==> config.mk <==
export PLATFORM = sky130hd
export DESIGN_NAME = hazard_ctrl
export DESIGN_NICKNAME = d
export VERILOG_FILES = /design/src/rtl/hazard_ctrl.sv
export SDC_FILE = /design/constraint.sdc
export NUM_CORES = 1
export LEC_CHECK = 0
export CORE_ASPECT_RATIO = 1.5
export CORE_MARGIN = 4
export CORE_UTILIZATION = 40
export DETAILED_ROUTE_END_ITERATION = 16
export PLACE_DENSITY = 0.72
export SLEW_MARGIN = 20
export SYNTH_ARGS = -nofsm -noshare
export SYNTH_HDL_FRONTEND = slang
export SYNTH_SLANG_ARGS = --single-unit
==> constraint.sdc <==
create_clock -name clk -period 2.7 [get_ports clk]
set_input_delay 0.405 -clock clk [delete_from_list [all_inputs] [get_ports clk]]
set_output_delay 0.405 -clock clk [all_outputs]
set_load 0.1 [all_outputs]
==> src/rtl/hazard_ctrl.sv <==
// Pipeline sequencing controller for the 5-stage rv32i core: per-stage advance/hold/squash
// decisions from memory waits, load-use interlocks and EX redirects, plus saturating perf counters.
module hazard_ctrl #(
   parameter int CNT_W = 16
) (
   input  logic             clk,
   input  logic             rst,
   input  logic [4:0]       ID_RS1,
   input  logic [4:0]       ID_RS2,
   input  logic             ID_uses_rs1,
   input  logic             ID_uses_rs2,
   input  logic             EX_MemRead,
   input  logic [4:0]       EX_RD,
   input  logic             EX_redirect,
   input  logic             imem_read,
   input  logic             imem_resp,
   input  logic             dmem_req,
   input  logic             dmem_resp,
   output logic             pc_en,
   output logic             IF_ID_en,
   output logic             ID_EX_en,
   output logic             EX_MEM_en,
   output logic             MEM_WB_en,
   output logic             IF_ID_flush,
   output logic             ID_EX_flush,
   output logic [CNT_W-1:0] stall_count,
   output logic [CNT_W-1:0] flush_count
);

   typedef enum logic [0:0] {
      RUN      = 1'b0,
      MEM_WAIT = 1'b1
   } state_t;

   state_t state;
   logic   imem_done;
   logic   dmem_done;

   logic   imem_ok;
   logic   dmem_ok;
   logic   mem_ready;
   logic   mem_stall;
   logic   rs1_hit;
   logic   rs2_hit;
   logic   load_use;
   logic   redirect_act;
   logic   load_use_act;

   function automatic logic [CNT_W-1:0] sat_inc(input logic [CNT_W-1:0] value);
      logic [CNT_W-1:0] result;
      if (&value) begin
         result = value;
      end else begin
         result = value + {{(CNT_W-1){1'b0}}, 1'b1};
      end
      return result;
   endfunction

   // A port is satisfied if idle, answering now, or already answered while waiting.
   always_comb begin
      imem_ok   = !imem_read || imem_resp || imem_done;
      dmem_ok   = !dmem_req  || dmem_resp || dmem_done;
      mem_ready = imem_ok && dmem_ok;
      mem_stall = !mem_ready;
   end

   always_comb begin
      rs1_hit  = ID_uses_rs1 && (ID_RS1 == EX_RD);
      rs2_hit  = ID_uses_rs2 && (ID_RS2 == EX_RD);
      load_use = EX_MemRead && (EX_RD != 5'd0) && (rs1_hit || rs2_hit);
   end

   // Memory stall dominates; a redirect squashes ID so it masks any load-use.
   always_comb begin
      redirect_act = 1'b0;
      load_use_act = 1'b0;
      if (rst) begin
         redirect_act = 1'b0;
         load_use_act = 1'b0;
      end else if (mem_stall) begin
         redirect_act = 1'b0;
         load_use_act = 1'b0;
      end else if (EX_redirect) begin
         redirect_act = 1'b1;
      end else if (load_use) begin
         load_use_act = 1'b1;
      end else begin
         redirect_act = 1'b0;
         load_use_act = 1'b0;
      end
   end

   always_comb begin
      pc_en       = 1'b1;
      IF_ID_en    = 1'b1;
      ID_EX_en    = 1'b1;
      EX_MEM_en   = 1'b1;
      MEM_WB_en   = 1'b1;
      IF_ID_flush = 1'b0;
      ID_EX_flush = 1'b0;
      if (rst) begin
         pc_en       = 1'b0;
         IF_ID_en    = 1'b0;
         ID_EX_en    = 1'b0;
         EX_MEM_en   = 1'b0;
         MEM_WB_en   = 1'b0;
         IF_ID_flush = 1'b1;
         ID_EX_flush = 1'b1;
      end else if (mem_stall) begin
         pc_en     = 1'b0;
         IF_ID_en  = 1'b0;
         ID_EX_en  = 1'b0;
         EX_MEM_en = 1'b0;
         MEM_WB_en = 1'b0;
      end else if (redirect_act) begin
         IF_ID_flush = 1'b1;
         ID_EX_flush = 1'b1;
      end else if (load_use_act) begin
         pc_en       = 1'b0;
         IF_ID_en    = 1'b0;
         ID_EX_flush = 1'b1;
      end else begin
         pc_en       = 1'b1;
         IF_ID_en    = 1'b1;
      end
   end

   // Sticky flags keep early responses so the advance can happen on the last one.
   always_ff @(posedge clk) begin
      if (rst) begin
         state     <= RUN;
         imem_done <= 1'b0;
         dmem_done <= 1'b0;
      end else begin
         case (state)
            RUN: begin
               if (!mem_ready) begin
                  state     <= MEM_WAIT;
                  imem_done <= imem_resp;
                  dmem_done <= dmem_resp;
               end else begin
                  state     <= RUN;
                  imem_done <= 1'b0;
                  dmem_done <= 1'b0;
               end
            end
            MEM_WAIT: begin
               if (mem_ready) begin
                  state     <= RUN;
                  imem_done <= 1'b0;
                  dmem_done <= 1'b0;
               end else begin
                  state     <= MEM_WAIT;
                  imem_done <= imem_done || imem_resp;
                  dmem_done <= dmem_done || dmem_resp;
               end
            end
            default: begin
               state     <= RUN;
               imem_done <= 1'b0;
               dmem_done <= 1'b0;
            end
         endcase
      end
   end

   // Performance counters saturate at all-ones.
   always_ff @(posedge clk) begin
      if (rst) begin
         stall_count <= {CNT_W{1'b0}};
         flush_count <= {CNT_W{1'b0}};
      end else begin
         if (mem_stall || load_use_act) begin
            stall_count <= sat_inc(stall_count);
         end else begin
            stall_count <= stall_count;
         end
         if (redirect_act) begin
            flush_count <= sat_inc(flush_count);
         end else begin
            flush_count <= flush_count;
         end
      end
   end

endmodule
Word level (Yosys, flattened, before mapping)
Index checks and enable logic that the tools add are counted.
{ "op_classes": {"n_eq_ne": 2, "bitwise": 3, "n_mux": 27, "addsub": 2, "n_reduce_logical": 21} }
{ "op_table": {"columns": ["operator", "count"], "rows": [
  ["16-bit by 1-bit adder with 16-bit output (second input constant)", 2],
  ["16-bit AND reduction", 2],
  ["1-bit 2-to-1 mux", 25],
  ["5-bit == test", 2],
  ["1-bit logical OR", 8],
  ["1-bit logical AND", 5],
  ["5-bit nonzero test", 1],
  ["1-bit one-hot mux with 2 select lines", 2],
  ["2-bit AND reduction", 2],
  ["1-bit zero test", 3],
  ["1-bit inverter", 3]
]} }
{ "totals": {"out_inout_bits": 39, "wordCells": 60, "regBits": 35, "inputBits": 25} }

Logic depth before layout (Yosys ltp)
{ "depth": {"ltp_word": 12, "depth_mapped": 8, "depth_no_buf": 7} }

Least setup slack after synthesis
No wires, ideal clock.
{ "synth_path": {"path_type": "input to output", "from": "input EX_RD[0]", "to": "output pc_en", "stages": 6, "slack_ns": -1.749, "n_path_buf": 1, "required_ns": 2.295, "arrival_ns": 4.044, "path_cell_list": "or4_1 -> o211ai_1 -> nor3_1 -> and2_1 -> nor3_1 -> buf_4"} }
{ "synth_via": {"elab_chain_cells": 12, "elab_cells_between_ends": 16, "classes_between": "eq/ne (2); mux (8); reduce/logical (6)"} }
{ "synth_lines": {"columns": ["element", "line_no", "text"], "rows": [
  ["from (decl)", "13", "input logic [4:0] EX_RD,"],
  ["5-bit == test, on equally long branches", "68, 69", null],
  ["1-bit logical AND, on equally long branches", "68, 69", null],
  ["1-bit logical OR", "70", "load_use = EX_MemRead && (EX_RD != 5'd0) && (rs1_hit || rs2_hit);"],
  ["1-bit logical AND *", "70", null],
  ["1-bit 2-to-1 mux *", "85", "end else if (load_use) begin"],
  ["1-bit 2-to-1 mux *", "83", "end else if (EX_redirect) begin"],
  ["1-bit 2-to-1 mux *", "80", "end else if (mem_stall) begin"],
  ["1-bit 2-to-1 mux *", "77", "if (rst) begin"],
  ["1-bit 2-to-1 mux * (4 in a row)", null, null],
  ["to (decl)", "19", "output logic pc_en,"]
]} }
Mark *: on every way between the ends. The rest lies on a longest branch, timed or not.

Final worst setup path
{ "layout_path": {"from": "input EX_RD[0]", "to": "output pc_en"} }
{ "layout_via": {"elab_chain_cells": 12, "elab_cells_between_ends": 16, "classes_between": "eq/ne (2); mux (8); reduce/logical (6)"} }
{ "layout_lines": {"columns": ["element", "line_no", "text"], "rows": [
  ["5-bit == test, on equally long branches", "68, 69", null],
  ["1-bit logical AND, on equally long branches", "68, 69", null],
  ["1-bit logical OR", "70", null],
  ["1-bit logical AND *", "70", null],
  ["1-bit 2-to-1 mux *", "85", null],
  ["1-bit 2-to-1 mux *", "83", null],
  ["1-bit 2-to-1 mux *", "80", null],
  ["1-bit 2-to-1 mux *", "77", null],
  ["1-bit 2-to-1 mux *", "118", "end else if (load_use_act) begin"],
  ["1-bit 2-to-1 mux *", "115", "end else if (redirect_act) begin"],
  ["1-bit 2-to-1 mux *", "109", "end else if (mem_stall) begin"],
  ["1-bit 2-to-1 mux *", "101", "if (rst) begin"]
]} }
Marks and branches as above.

==> results.txt <==
* Number of cells traversed by the worst register-to-register path: 8
- Drt wl/cell: 14.19 um
- Start point of the critical path: EX_RD[0]
* Status: complete, no violations
- The Yosys step of the flow raised 0 warnings.
- Worst-Skew Late Latency: 0.28 ns
- R2R Path End: stall_count[1]
* Routability cong.: around 0.8
- Synthesis-to-finish area growth: 47.74%
- Post-synth net total: about 240
- Using the TritonRoute via totals, the vias-per-cell ratio works out to 5.186.
- X dimension of the die: 64.01 um
* Synth unique cells: 45
- Arrival time of the worst setup path: 2.20 ns
- For this run, the slowest stage of the critical path takes 0.53 ns.
- The region available for standard cell placement spans 4542 um2.
- For this design the static power due to leakage is 1.091 nW.
- Count of nets after finishing: 322
- Count of final hold-check violations: 0
* Placed Area: 2648 um2
- Final routed DRC violation total: 0
- Count of vias placed by the detailed router: 1867
- The share of total power dissipated in combinational logic is 0.241.
- Buffer type at the clock tree root: sky130_fd_sc_hd__clkbuf_8
- GRT Util Overall: 0.1806
* Register share of total power: 0.448
* Power density cells: approximately 430 nW/um2
- Hpwl dp: 3881 um
- 0 antenna diodes ended up in the layout.
- Switching fraction of total power: 0.3148
* P_int: 0.8184 mW
* Commonest register cell after synthesis: sky130_fd_sc_hd__dfxtp_1
* Unrepaired setup endpoints after global routing: false
- Together, buffers and inverters on the worst path number 2.
- Post-synthesis async set-or-reset flop share: 0
- Initial antenna violation count: 0
- Type of the setup path with the least slack: primary input to output port
* Category of the worst setup path launch point: primary input
- Most common library cells after synthesis: sky130_fd_sc_hd__dfxtp_1, sky130_fd_sc_hd__nor2_1, sky130_fd_sc_hd__a21oi_1, sky130_fd_sc_hd__xor2_1, sky130_fd_sc_hd__nand4_1
- During placement, the flow inserted port buffers numbering 63.
- The min-delay analysis places its worst path in the category register to register.
* Nature of the critical path endpoint: output port
* Slowest stage cell on the critical path: sky130_fd_sc_hd__or4_4
* Max-cap violations: 0
- In this run the power spent charging and discharging nets is 0.3759 mW.
- The share of total power dissipated in the clock network is 0.311.
- Sequential standard cell area: 703.2 um2
* Per-instance average area after synthesis: between 8 and 9 um2
- Final antenna-violating net count: 0
* Tightest hold margin: ~0.5 ns
- # setup viols final: 0
* Number of detailed-routing iterations run before antenna repair: 4
- Yosys attributes the largest share of cell area to sky130_fd_sc_hd__dfxtp_1, sky130_fd_sc_hd__xor2_1, sky130_fd_sc_hd__nor2_1.
- Relative slew slack: 0.6784
- Clock-pin transition on the worst setup and hold timing paths: 0.07 ns
- Maximum VDD drop: 0.0002591 V
- Worst flop-to-flop path startpoint: stall_count[0]
- For this run, the register share of the synthesized area comes to 0.3723.
* Number of sinks driven by the clock tree: 35
- The detailed router finished its first iteration with 107 violations.
- Of the available clock period, the critical path in the final layout requires 0.9644.
- After detailed routing, the total wire length is 5108 um.
- The floorplan step defined a die boundary enclosing 5889 um2.
- Summed over all layers, the global routing overflow is 0.
- Cell-by-cell listing of the critical path: dlygate4sd2_1 -> or4_4 -> o211ai_1 -> nor3_2 -> and2_1 -> nor3_4 -> buf_12
- During I/O placement, the number of pins put on the boundary was between 60 and 70.
- Summing all non-filler instances in the final layout gives an area of roughly 2800 um2.
- Timing endpoint of the critical path: pc_en
* Clock buffer count from CTS: 5
* Post-synth design cell area: 1882 um2
* Clock buffer depth: 2
- On the final layout, the worst clock skew is slightly below 0.008 ns.
- The clock tree synthesis step divided the H-tree into 2 levels.
- Area of combinational cells with multiple inputs: 1154 um2
- Fillers: 408
- Of the cells placed in the final design, the portion with a size suffix greater than 1 is 0.2770.
- Area share of the largest cell type after synthesis: 0.3723
- In the post-synthesis netlist, the cell with the most instances is sky130_fd_sc_hd__dfxtp_1.
* Number of flip-flops and latches in the synthesized netlist: 35
- Post-CTS Hold Fix Bufs: 0
* CTS tree: done
* Overall die height: about 92 um
* Slew at the pin with the worst max-slew slack: 0.4788 ns
- Gate count of the mapped netlist: 216
- Floorplan row count: 30
* Number of global-route vias before repair: 1822
* Number of gates on the worst path with buffers counted: 7
- Of all cell types, the one taking the most synthesized area is sky130_fd_sc_hd__dfxtp_1.
* Worst path required time: 2.30 ns
- Global-route wire length before repair: 8500 um
- Entering global routing, the biggest net connects 36 pins.
- Of all nets on the critical path, the largest fanout is 2.
- Static timing analysis puts the maximum clock frequency at 0.3841 GHz.
* Final-layout setup total negative slack: 0 ns
- Final min period: 2.604 ns
- The max-slew violation count was 0.
* Count of flip-flops with a built-in enable after synthesis: 0
- The worst register-to-register path has a setup slack of 0.34 ns.
- Starting density of the core: 0.4143
- Cell family with most CP delay: simple AND/OR/NAND/NOR gates
[through the flow]
step | total power, mW | utilization | setup slack (ns) | instances
finish | 1.194 | 0.6121 | 0.09618 | 360
global placement | 0.8289 | 0.5829 | -0.07307 | 347
CTS | 1.207 | 0.6102 | 0.03418 | 360
floorplan | 0.7188 | - | -0.3247 | 216
global route | 1.249 | 0.6121 | 0.0007476 | 360
detailed placement | 0.8313 | 0.5829 | -0.1015 | 347
[cell usage in the layout, fill, tap and decap left out, types with 5 or more instances in the layout]
| cell type | count |
|---|---|
| sky130_fd_sc_hd__xor2_1 | 14 |
| sky130_fd_sc_hd__buf_12 | 7 |
| sky130_fd_sc_hd__clkbuf_8 | 5 |
| sky130_fd_sc_hd__nand2_1 | 10 |
| sky130_fd_sc_hd__dfxtp_1 | 33 |
| sky130_fd_sc_hd__o31ai_1 | 6 |
| sky130_fd_sc_hd__buf_4 | 50 |
| sky130_fd_sc_hd__clkdlybuf4s50_1 | 20 |
| sky130_fd_sc_hd__nor2_1 | 25 |
| sky130_fd_sc_hd__or4_1 | 6 |
| sky130_fd_sc_hd__nand3_1 | 12 |
| sky130_fd_sc_hd__xnor2_1 | 11 |
| sky130_fd_sc_hd__and2_1 | 6 |
| sky130_fd_sc_hd__a21oi_1 | 14 |
| sky130_fd_sc_hd__nand4_1 | 13 |
[registers in the layout (all words and copies together) (netlist names)]
name and cells:
dmem_done 1, flush_count 16, imem_done 1, stall_count 16, state 1
[metal layers]
metal  GRT usage  part of all wire  vias to the layer above
li1            -                 -                      945
met1      0.1947              0.38                      866
met2      0.3313              0.54                       44
met3     0.03922             0.045                       12
met4     0.07387             0.027                        0
met5           0                 0                        -
[logic make-up (layout without fill, tap and decap cells)]
family | count (synthesis) | count (layout) | share of synthesized area
buffers and inverters | 11 | 91 | 0.03192
muxes | 4 | 4 | 0.02261
AOI/OAI and AO/OA | 39 | 39 | 0.1456
adders and majority gates | 2 | 2 | 0.01330
DFF | 35 | 35 | 0.3723
xor gates and xnor gates | 25 | 25 | 0.1164
and+or+nand+nor | 100 | 100 | 0.2979
[final cells by class]
type | instances | area share
Clock buffer | 6 | 0.02610
Tap cell | 64 | 0.02880
Clock inverter | 2 | 0.004500
Timing Repair Buffer | 81 | 0.2700
Multi-Input combinational cell | 170 | 0.4149
Sequential cell | 35 | 0.2529
Inverter | 2 | 0.002700
[repair_timing]
action	CTS	global route
gates cloned	0	0
gates resized for setup	6	3
pin swaps	4	2
setup buffers	5	0
endpoints found under the hold margin	0	0
endpoints found under the setup margin	3	6
[how the worst min path moves through the flow]
stage                                from  cells after the start  slack [ns]         endpoint
after floorplan                 imem_done                      2        0.49        imem_done
after global placement    stall_count[14]                      2        0.49  stall_count[14]
after detailed placement  stall_count[14]                      2        0.49  stall_count[14]
after CTS                 stall_count[14]                      2        0.50  stall_count[14]
after global routing      stall_count[14]                      2        0.54  stall_count[14]
final                     stall_count[14]                      2        0.50  stall_count[14]
[worst min-delay path: stages (launching register included)]
cell                      delay (ns)
sky130_fd_sc_hd__dfxtp_1        0.33
sky130_fd_sc_hd__o31ai_1        0.07
sky130_fd_sc_hd__a21oi_1        0.05
[power groups by stage]
stage	Sequential, mW	Clock, mW	Combinational (mW)
final	0.535	0.371	0.288
after CTS	0.535	0.384	0.287
after global routing	0.537	0.411	0.302
after floorplan	0.583	0	0.136
after global placement	0.547	0	0.282
after detailed placement	0.547	0	0.284
Note: power is estimated with default switching activity, not from simulation.
